$ cat src/rtl/cam_deserializer.sv
// Receive side of the 4-bit parallel camera link: synchronizes pclk/sync/data into clk_i,
// shifts one nibble per pclk rise while sync is high, and presents 32-bit words on valid/ready.
module cam_deserializer #(
  parameter int SYNC_STAGES = 2,
  parameter int NIBBLES     = 8
) (
  input  logic                   clk_i,
  input  logic                   rst_i,
  input  logic                   cam_pclk,
  input  logic                   cam_sync,
  input  logic [3:0]             cam_data,
  output logic [4*NIBBLES-1:0]   data_o,
  output logic                   valid_o,
  input  logic                   ready_i,
  output logic                   frame_err_o,
  output logic                   overrun_o,
  output logic                   active_o
);

  localparam int W  = 4 * NIBBLES;
  localparam int CW = $clog2(NIBBLES);
  localparam int FW = $clog2(SYNC_STAGES + 1);

  typedef enum logic [1:0] {WAIT_IDLE, IDLE, ACTIVE} state_e;

  logic [5:0]    sync_d [SYNC_STAGES];
  logic [5:0]    sync_q [SYNC_STAGES];
  logic          pclk_prev_d, pclk_prev_q;
  state_e        state_d, state_q;
  logic [W-1:0]  shift_d, shift_q;
  logic [CW-1:0] count_d, count_q;
  logic [FW-1:0] fill_d, fill_q;
  logic [W-1:0]  data_d, data_q;
  logic          valid_d, valid_q;
  logic          ferr_d, ferr_q;
  logic          ovr_d, ovr_q;
  logic          active_d, active_q;

  logic          s_pclk, s_sync, pclk_rise, capture, complete;
  logic [3:0]    s_data;
  logic [W-1:0]  base_shift, word;
  logic [CW-1:0] base_count;

  // All six link bits share one chain so sync/data stay aligned with pclk.
  always_comb begin
    sync_d[0] = {cam_pclk, cam_sync, cam_data};
    for (int i = 1; i < SYNC_STAGES; i++) sync_d[i] = sync_q[i-1];
  end

  assign s_pclk      = sync_q[SYNC_STAGES-1][5];
  assign s_sync      = sync_q[SYNC_STAGES-1][4];
  assign s_data      = sync_q[SYNC_STAGES-1][3:0];
  assign pclk_rise   = s_pclk & ~pclk_prev_q;
  assign pclk_prev_d = s_pclk;

  always_comb begin
    state_d    = state_q;
    shift_d    = shift_q;
    count_d    = count_q;
    fill_d     = fill_q;
    data_d     = data_q;
    valid_d    = valid_q;
    ferr_d     = 1'b0;
    ovr_d      = 1'b0;
    capture    = 1'b0;
    complete   = 1'b0;
    base_shift = shift_q;
    base_count = count_q;
    word       = '0;

    case (state_q)
      // Wait for the cleared chain to refill before trusting s_sync, so a
      // reset in mid-frame does not re-enter that frame.
      WAIT_IDLE: begin
        if (fill_q != FW'(SYNC_STAGES)) fill_d = fill_q + FW'(1);
        else if (!s_sync)               state_d = IDLE;
      end
      IDLE: begin
        if (s_sync) begin
          state_d    = ACTIVE;
          base_shift = '0;
          base_count = '0;
          shift_d    = '0;
          count_d    = '0;
          capture    = pclk_rise;
        end
      end
      ACTIVE: begin
        capture = pclk_rise;
        if (!s_sync) state_d = IDLE;
      end
      default: state_d = WAIT_IDLE;
    endcase

    if (capture) begin
      word    = {s_data, base_shift[W-1:4]};
      shift_d = word;
      if (base_count == CW'(NIBBLES - 1)) begin
        complete = 1'b1;
        count_d  = '0;
      end else begin
        count_d  = base_count + CW'(1);
      end
    end

    // Frame end: a nibble landing in the same cycle still counts, so only a
    // genuinely partial word is flagged.
    if (state_q == ACTIVE && !s_sync) begin
      if (count_d != '0) ferr_d = 1'b1;
      count_d = '0;
    end

    if (complete) begin
      if (!valid_q || ready_i) begin
        data_d  = word;
        valid_d = 1'b1;
      end else begin
        ovr_d = 1'b1;
      end
    end else if (valid_q && ready_i) begin
      valid_d = 1'b0;
    end

    active_d = (state_d == ACTIVE);
  end

  always_ff @(posedge clk_i) begin
    if (rst_i) begin
      for (int i = 0; i < SYNC_STAGES; i++) sync_q[i] <= '0;
      pclk_prev_q <= 1'b0;
      state_q     <= WAIT_IDLE;
      shift_q     <= '0;
      count_q     <= '0;
      fill_q      <= '0;
      data_q      <= '0;
      valid_q     <= 1'b0;
      ferr_q      <= 1'b0;
      ovr_q       <= 1'b0;
      active_q    <= 1'b0;
    end else begin
      for (int i = 0; i < SYNC_STAGES; i++) sync_q[i] <= sync_d[i];
      pclk_prev_q <= pclk_prev_d;
      state_q     <= state_d;
      shift_q     <= shift_d;
      count_q     <= count_d;
      fill_q      <= fill_d;
      data_q      <= data_d;
      valid_q     <= valid_d;
      ferr_q      <= ferr_d;
      ovr_q       <= ovr_d;
      active_q    <= active_d;
    end
  end

  assign data_o      = data_q;
  assign valid_o     = valid_q;
  assign frame_err_o = ferr_q;
  assign overrun_o   = ovr_q;
  assign active_o    = active_q;

endmodule
$ cat config.mk
export PLATFORM = sky130hd
export DESIGN_NAME = cam_deserializer
export DESIGN_NICKNAME = d
export VERILOG_FILES = /design/src/rtl/cam_deserializer.sv
export SDC_FILE = /design/constraint.sdc
export NUM_CORES = 1
export LEC_CHECK = 0
export CAP_MARGIN = 30
export CORE_ASPECT_RATIO = 2
export CORE_MARGIN = 10
export CORE_UTILIZATION = 36
export DETAILED_ROUTE_END_ITERATION = 10
export MAX_ROUTING_LAYER = met4
export PLACE_DENSITY = 0.56
export REMOVE_ABC_BUFFERS = 1
export SLEW_MARGIN = 5
export SYNTH_ARGS = -nofsm -noshare
export SYNTH_HDL_FRONTEND = slang
export SYNTH_SLANG_ARGS = --single-unit
$ cat constraint.sdc
create_clock -name clk_i -period 3.03 [get_ports clk_i]
set_input_delay 0.4545 -clock clk_i [delete_from_list [all_inputs] [get_ports clk_i]]
set_output_delay 0.4545 -clock clk_i [all_outputs]
set_load 0.1 [all_outputs]
==> results of run 1 <==
cells in the mapped netlist (all sizes together):
cell,count,share of area (%)
dfxtp,84,49
nand2b,40,7.3
a21oi,35,5.4
mux2i,32,9.4
nand3,31,4.5
nand2,30,3.3
o21ai,27,4.0
clkbuf,17,1.9
nor2b,15,2.8
buf,13,2.5
ha,8,2.9
inv,5,0.55
nor2,4,0.44
o211ai,4,0.88
a21boi,3,0.77
a2111oi,2,0.51
a211oi,2,0.44
a211o,1,0.26
a21o,1,0.22
a22oi,1,0.22
and3b,1,0.26
and4,1,0.26
nand3b,1,0.22
nand4,1,0.18
nor3,1,0.15
nor3b,1,0.22
o21a,1,0.22
o221ai,1,0.26
o22ai,1,0.18
or4,1,0.22
xnor2,1,0.26
where the power goes:
group          switching (W)  total [W]  internal, W  leakage, nW
Combinational       0.000130   0.000213    0.0000825        0.836
Clock               0.000402   0.000994     0.000593        0.135
Sequential         0.0000192    0.00115      0.00113        0.680
registers in the layout, indices dropped and copies added, names as in the netlist, 2 cells and up:
name,count
shift_q,28
sync_q,12
fill_q,2
state_q,2
data_o,32
count_q,3
worst max-delay path, stage by stage (launching register included):
cell and delay (ns):
dfxtp_1 0.44, ha_1 0.32, a21boi_0 0.16, ha_1 0.24, ha_1 0.23, o21a_1 0.21
a2111oi_0 0.46
layout by cell type, fill, tap and decap left out, types with 2 or more instances in the layout:
master,netlist,layout
a2111oi_0,2,2
a211oi_1,2,2
a21boi_0,2,2
a21oi_1,33,33
a21oi_2,2,2
buf_4,1,43
clkbuf_1,16,2
clkbuf_16,0,9
clkbuf_8,0,2
clkdlybuf4s50_1,0,7
clkinv_2,0,2
dfxtp_1,84,84
ha_1,8,8
inv_1,5,5
mux2i_1,32,32
nand2_1,30,30
nand2b_1,40,40
nand3_1,31,31
nor2_1,4,4
nor2b_1,15,15
o211ai_1,4,4
o21ai_0,27,27
per-layer routing:
layer,vias to the layer above,GRT usage (%)
met5,-,-
met1,1234,11.7
met3,8,4.01
met2,52,18.9
met4,0,4.65
li1,1321,-
cell families (layout without fill, tap and decap cells):
| family | count (synthesis) | after routing | synth area share (%) |
|---|---|---|---|
| AND/OR/NAND/NOR | 127 | 127 | 19.9 |
| multiplexers | 32 | 32 | 9.39 |
| adder cells (fa/ha/maj) | 8 | 8 | 2.93 |
| AO/OA/AOI/OAI | 79 | 79 | 13.3 |
| flip-flops | 84 | 84 | 49.3 |
| XOR/XNOR | 1 | 1 | 0.257 |
| buffers and inverters | 35 | 72 | 4.95 |
per-stage QoR:
step	util (%)	instance area, µm²	power [W]
after global routing	43.8	4080	0.00246
final	43.8	4080	0.00236
after CTS	43.8	4080	0.00240
after floorplan	-	3260	0.00132
after detailed placement	40.9	3810	0.00139
after global placement	40.9	3810	0.00139
final cells by class:
class | count | area (µm²)
inverter | 5 | 18.8
multi-input combinational | 247 | 1560
tap | 104 | 130
sequential | 84 | 1680
timing repair buffer | 52 | 418
clock buffer | 13 | 260
clock inverter | 2 | 10.0
fill | 929 | 5240
final timing paths:
kind / cells after the start / slack (ns) / start / endpoint
min: 1 / 0.43 / sync_q[0][5]$_SDFF_PP0_ / sync_q[0][11]$_SDFF_PP0_
max reg2reg: 6 / 0.83 / state_q[0]$_SDFF_PP0_ / frame_err_o$_SDFF_PP0_
max: 6 / 0.83 / state_q[0]$_SDFF_PP0_ / frame_err_o$_SDFF_PP0_
min reg2reg: 1 / 0.43 / sync_q[0][5]$_SDFF_PP0_ / sync_q[0][11]$_SDFF_PP0_
==> impl_metrics.toml, run 1 <==
[die]
initial_core_util_pct = 36.6
dieArea_um2 = 14000
io_pins = 45
dieHeight_um = 158
num_rows = 50
core_um2 = 9320
die_x_um = 88.8

[logic_synthesis]
synthDistinctLibCells = 37
yosysWarnings = 0
ys_seq_area_share_pct = 49.3
synth_area_um2 = 3410
syn_area_per_cell_um2 = 9.32
synthCells = 366
ys_ff_latch = 84

[timing]
fmax_mhz = 455
maxSlewViolCount = 0
relSlewSlack_pct = 45.2
tns_ns = 0
fin_crit_ns = 2.20
skew_ns = 0.00558
grt_setup_unrepaired = "no"
whs_ns = 0.432
worstMarginPinSlew_ns = 0.822
finalCritPeriodShare_pct = 72.6
hold_viol_final = 0
finalSetupViolCount = 0
worst_slack_ns = 0.830

[clocking]
cts_buffers = 9
clk_path_buf_depth = 2
hold_buffers = 0
clkTransAtPathRegs_ns = 0.05
cts_max_level = 3
cts_resized = 0
cts_tree = "done"
clock_latency_ns = 0.33
cts_setup_buffers = 0
cts-root-buf = "clkbuf_16"
numClockSinks = 84

[placement]
pre_cts_ws_ns = 0.833
portBuffers = 44
dp_cells = 492
dp_hpwl_um = 5010
place_congestion = 0.855

[detailed_routing]
via_count = 2615
met2WireLength_um = 3890
route.layer.met1.wl_um = 2960
totalWireLength_um = 7330
viasPerCell = 5.16
dr.first_iter.drc_count = 133
routed-wl-met3_um = 347
remaining_drc_errors = 0
drt-wirelength-per-cell_um = 14.5
dr.pass1.iters = 4
highest_layer = "met4"
antenna_left = 0

[setup_path]
end_kind = "flip-flop"
start_kind = "flip-flop"
critPathKind = "flip-flop to flip-flop"
path_max_fanout = 7
required_ns = 3.22
cp.arrival_ns = 2.39

[global_route]
grt_max_degree = 41
track_usage_pct = 11.3
grt.overflow.total = 0
antenna_found_initial = 0
grt_pass1_vias = 2509
grt_pass1_wl_um = 12100

[power]
powerDensity_nw_per_um2 = 578
p_leak_nw = 1.65
irDropWorstVdd_mv = 0.353

[cells_and_area]
area_growth_pct = 19.6
fin_nets = 416
insertedDiodeCount = 0
final_cells = 507
drive_gt1_share_pct = 15.1

[job]
drv_cap = 0

[status]
status = "finished, final reports clean"

[min_path]
hold_path_class = "flip-flop to flip-flop"
(Power assumes the default switching activity.)
==> inputs of run 2 (changes only) <==
==> constraint.sdc (replaced) <==
create_clock -name clk_i -period 2.1 [get_ports clk_i]
set_input_delay 0.315 -clock clk_i [delete_from_list [all_inputs] [get_ports clk_i]]
set_output_delay 0.315 -clock clk_i [all_outputs]
set_load 0.1 [all_outputs]
==> impl_metrics.toml, run 2 (synthesis gave the netlist of run 1 again) <==
[timing]
maxSlewViolCount = 0
fin_crit_ns = 1.97
worstMarginPinSlew_ns = 0.460
relSlewSlack_pct = 69.3
finalSetupViolCount = 0
worst_slack_ns = 0.127
skew_ns = 0.00709
hold_viol_final = 0
grt_setup_unrepaired = "no"
finalCritPeriodShare_pct = 93.9
fmax_mhz = 507

[global_route]
grt_max_degree = 38
use_met3_pct = 3.29
grt.busiest_layer = "met2"
grt.overflow.total = 0
use_met2_pct = 20.5
antenna_found_initial = 0
track_usage_pct = 12.3
grt_pass1_wl_um = 13200
grt_pass1_vias = 2684
use_met1_pct = 13.0

[die]
initial_core_util_pct = 36.6
io_pins = 45
num_rows = 50
die_x_um = 88.8
dieArea_um2 = 14000
core_um2 = 9320
dieHeight_um = 158

[power]
intPower_w = 0.00261
irDropWorstVdd_mv = 0.502
p_leak_nw = 1.72
swShare_pct = 24.6
power.switching_w = 0.000852
clkPwrFrac_pct = 41.9
powerDensity_nw_per_um2 = 811
p_seq_share_pct = 48.1
comb_power_share_pct = 10.1

[clocking]
clk_path_buf_depth = 2
cts_max_level = 3
cts-root-buf = "clkbuf_16"
clkTransAtPathRegs_ns = 0.06
clock_latency_ns = 0.33
numClockSinks = 84
cts_buffers = 9
hold_buffers = 0
cts_tree = "done"

[setup_path]
critPathKind = "flip-flop to flip-flop"
cp.arrival_ns = 2.19
r2r_slack_ns = 0.13
path_max_fanout = 14
r2r_end = "data_o[14]$_SDFFE_PP0P_"
required_ns = 2.32
r2r_start = "state_q[1]$_SDFF_PP0_"
end_kind = "flip-flop"
start_kind = "flip-flop"
cp-endpoint = "data_o[14]$_SDFFE_PP0P_"
r2r_cells = 10
critPathLaunch = "state_q[1]$_SDFF_PP0_"

[detailed_routing]
drt-wirelength-per-cell_um = 14.7
dr.pass1.iters = 4
totalWireLength_um = 7690
via_count = 2658
antenna_left = 0
remaining_drc_errors = 0
dr.first_iter.drc_count = 192
viasPerCell = 5.08

[placement]
portBuffers = 44
place_congestion = 0.862
post_dp_cell_area_um2 = 3910
dp_hpwl_um = 5200
pre_cts_ws_ns = -0.0381

[cells_and_area]
fin_area_um2 = 4270
utilization_pct = 45.8
area_growth_pct = 25.1
fin_nets = 431
layout_common_cells = "82 x dfxtp_1, 57 x buf_4, 40 x nand2b_1"
insertedDiodeCount = 0
largest_register_ffs = 32
layout.cells.most_common = "dfxtp_1"
drive_gt1_share_pct = 20.5

[job]
drv_cap = 0

[min_path]
hold_path_class = "input port to flip-flop"

[status]
status = "finished, final reports clean"
run 2: cell types whose count changed in the layout (fill, tap and decap cells not counted), sizes merged:
cell | previous run | this run
clkinvlp | 0 | 2
clkbuf | 13 | 12
buf | 45 | 59
bufbuf | 0 | 1
run 2: repair_timing:
action / 4_1_cts / 5_1_grt
setup buffers: 1 / 0
endpoints found under the setup margin: 32 / 31
resized for setup: 4 / 11
pin swaps: 0 / 3
cloned: 1 / 0
run 2: through the flow:
stage          total power (W)  instances  hold slack (ns)  setup TNS [ns]
2_1_floorplan          0.00190        336            0.384          -33.38
3_3_place_gp           0.00202        505            0.418               0
3_5_place_dp           0.00204        505            0.424          -0.563
4_1_cts                0.00350        523            0.434               0
5_1_grt                0.00363        523            0.456               0
6_report               0.00346        523            0.423               0
run 2: final cells by class:
class | instances | area (µm²)
well taps | 104 | 130
clock inverters | 4 | 25.0
clock buffers | 12 | 246
repair buffers | 67 | 556
multi-input cells | 247 | 1610
inverters | 5 | 18.8
flip-flops and latches | 84 | 1680
fillers | 923 | 5060
run 2: worst min path at each step:
stage                            startpoint                       end  slack [ns]  cells after the start
CTS                                   rst_i    fill_q[0]$_SDFFE_PP0P_        0.43                      2
finish                                rst_i    fill_q[0]$_SDFFE_PP0P_        0.42                      2
global route        sync_q[0][4]$_SDFF_PP0_  sync_q[0][10]$_SDFF_PP0_        0.46                      1
detailed placement  sync_q[0][2]$_SDFF_PP0_   sync_q[0][8]$_SDFF_PP0_        0.42                      1
global placement    sync_q[0][1]$_SDFF_PP0_   sync_q[0][7]$_SDFF_PP0_        0.42                      1
floorplan                             rst_i    shift_q[28]$_SDFF_PP0_        0.38                      1
run 2: layer usage:
layer	routed length (µm)	share of wire [%]
met1	3220	42
met2	3980	52
met3	311	4.0
met4	186	2.4
met5	0	0
run 2: worst max-delay path: stages, from the launching register on:
cell and delay [ns]:
dfxtp_2 0.34, inv_1 0.08, ha_4 0.18, a21boi_2 0.17
ha_2 0.22, ha_4 0.13, buf_4 0.11, nand4_1 0.13
buf_4 0.19, buf_12 0.16, mux2i_2 0.15
run 2: power by group through the flow:
stage / Clock [W] / Combinational [W] / Sequential (W)
3_5_place_dp: 0 / 0.000344 / 0.00169
2_1_floorplan: 0 / 0.000208 / 0.00169
4_1_cts: 0.00149 / 0.000348 / 0.00166
6_report: 0.00145 / 0.000348 / 0.00166
5_1_grt: 0.00157 / 0.000396 / 0.00166
3_3_place_gp: 0 / 0.000332 / 0.00169
==> inputs of run 3 (changes only) <==
--- a/config.mk
+++ b/config.mk
@@ -10,6 +10,7 @@
 export CORE_MARGIN = 10
 export CORE_UTILIZATION = 36
 export DETAILED_ROUTE_END_ITERATION = 10
+export GPL_ROUTABILITY_DRIVEN = 0
 export MAX_ROUTING_LAYER = met4
 export PLACE_DENSITY = 0.56
 export REMOVE_ABC_BUFFERS = 1
==> results of run 3 <==
Same layout as run 2: the final DEF is identical, and so are final timing and power.
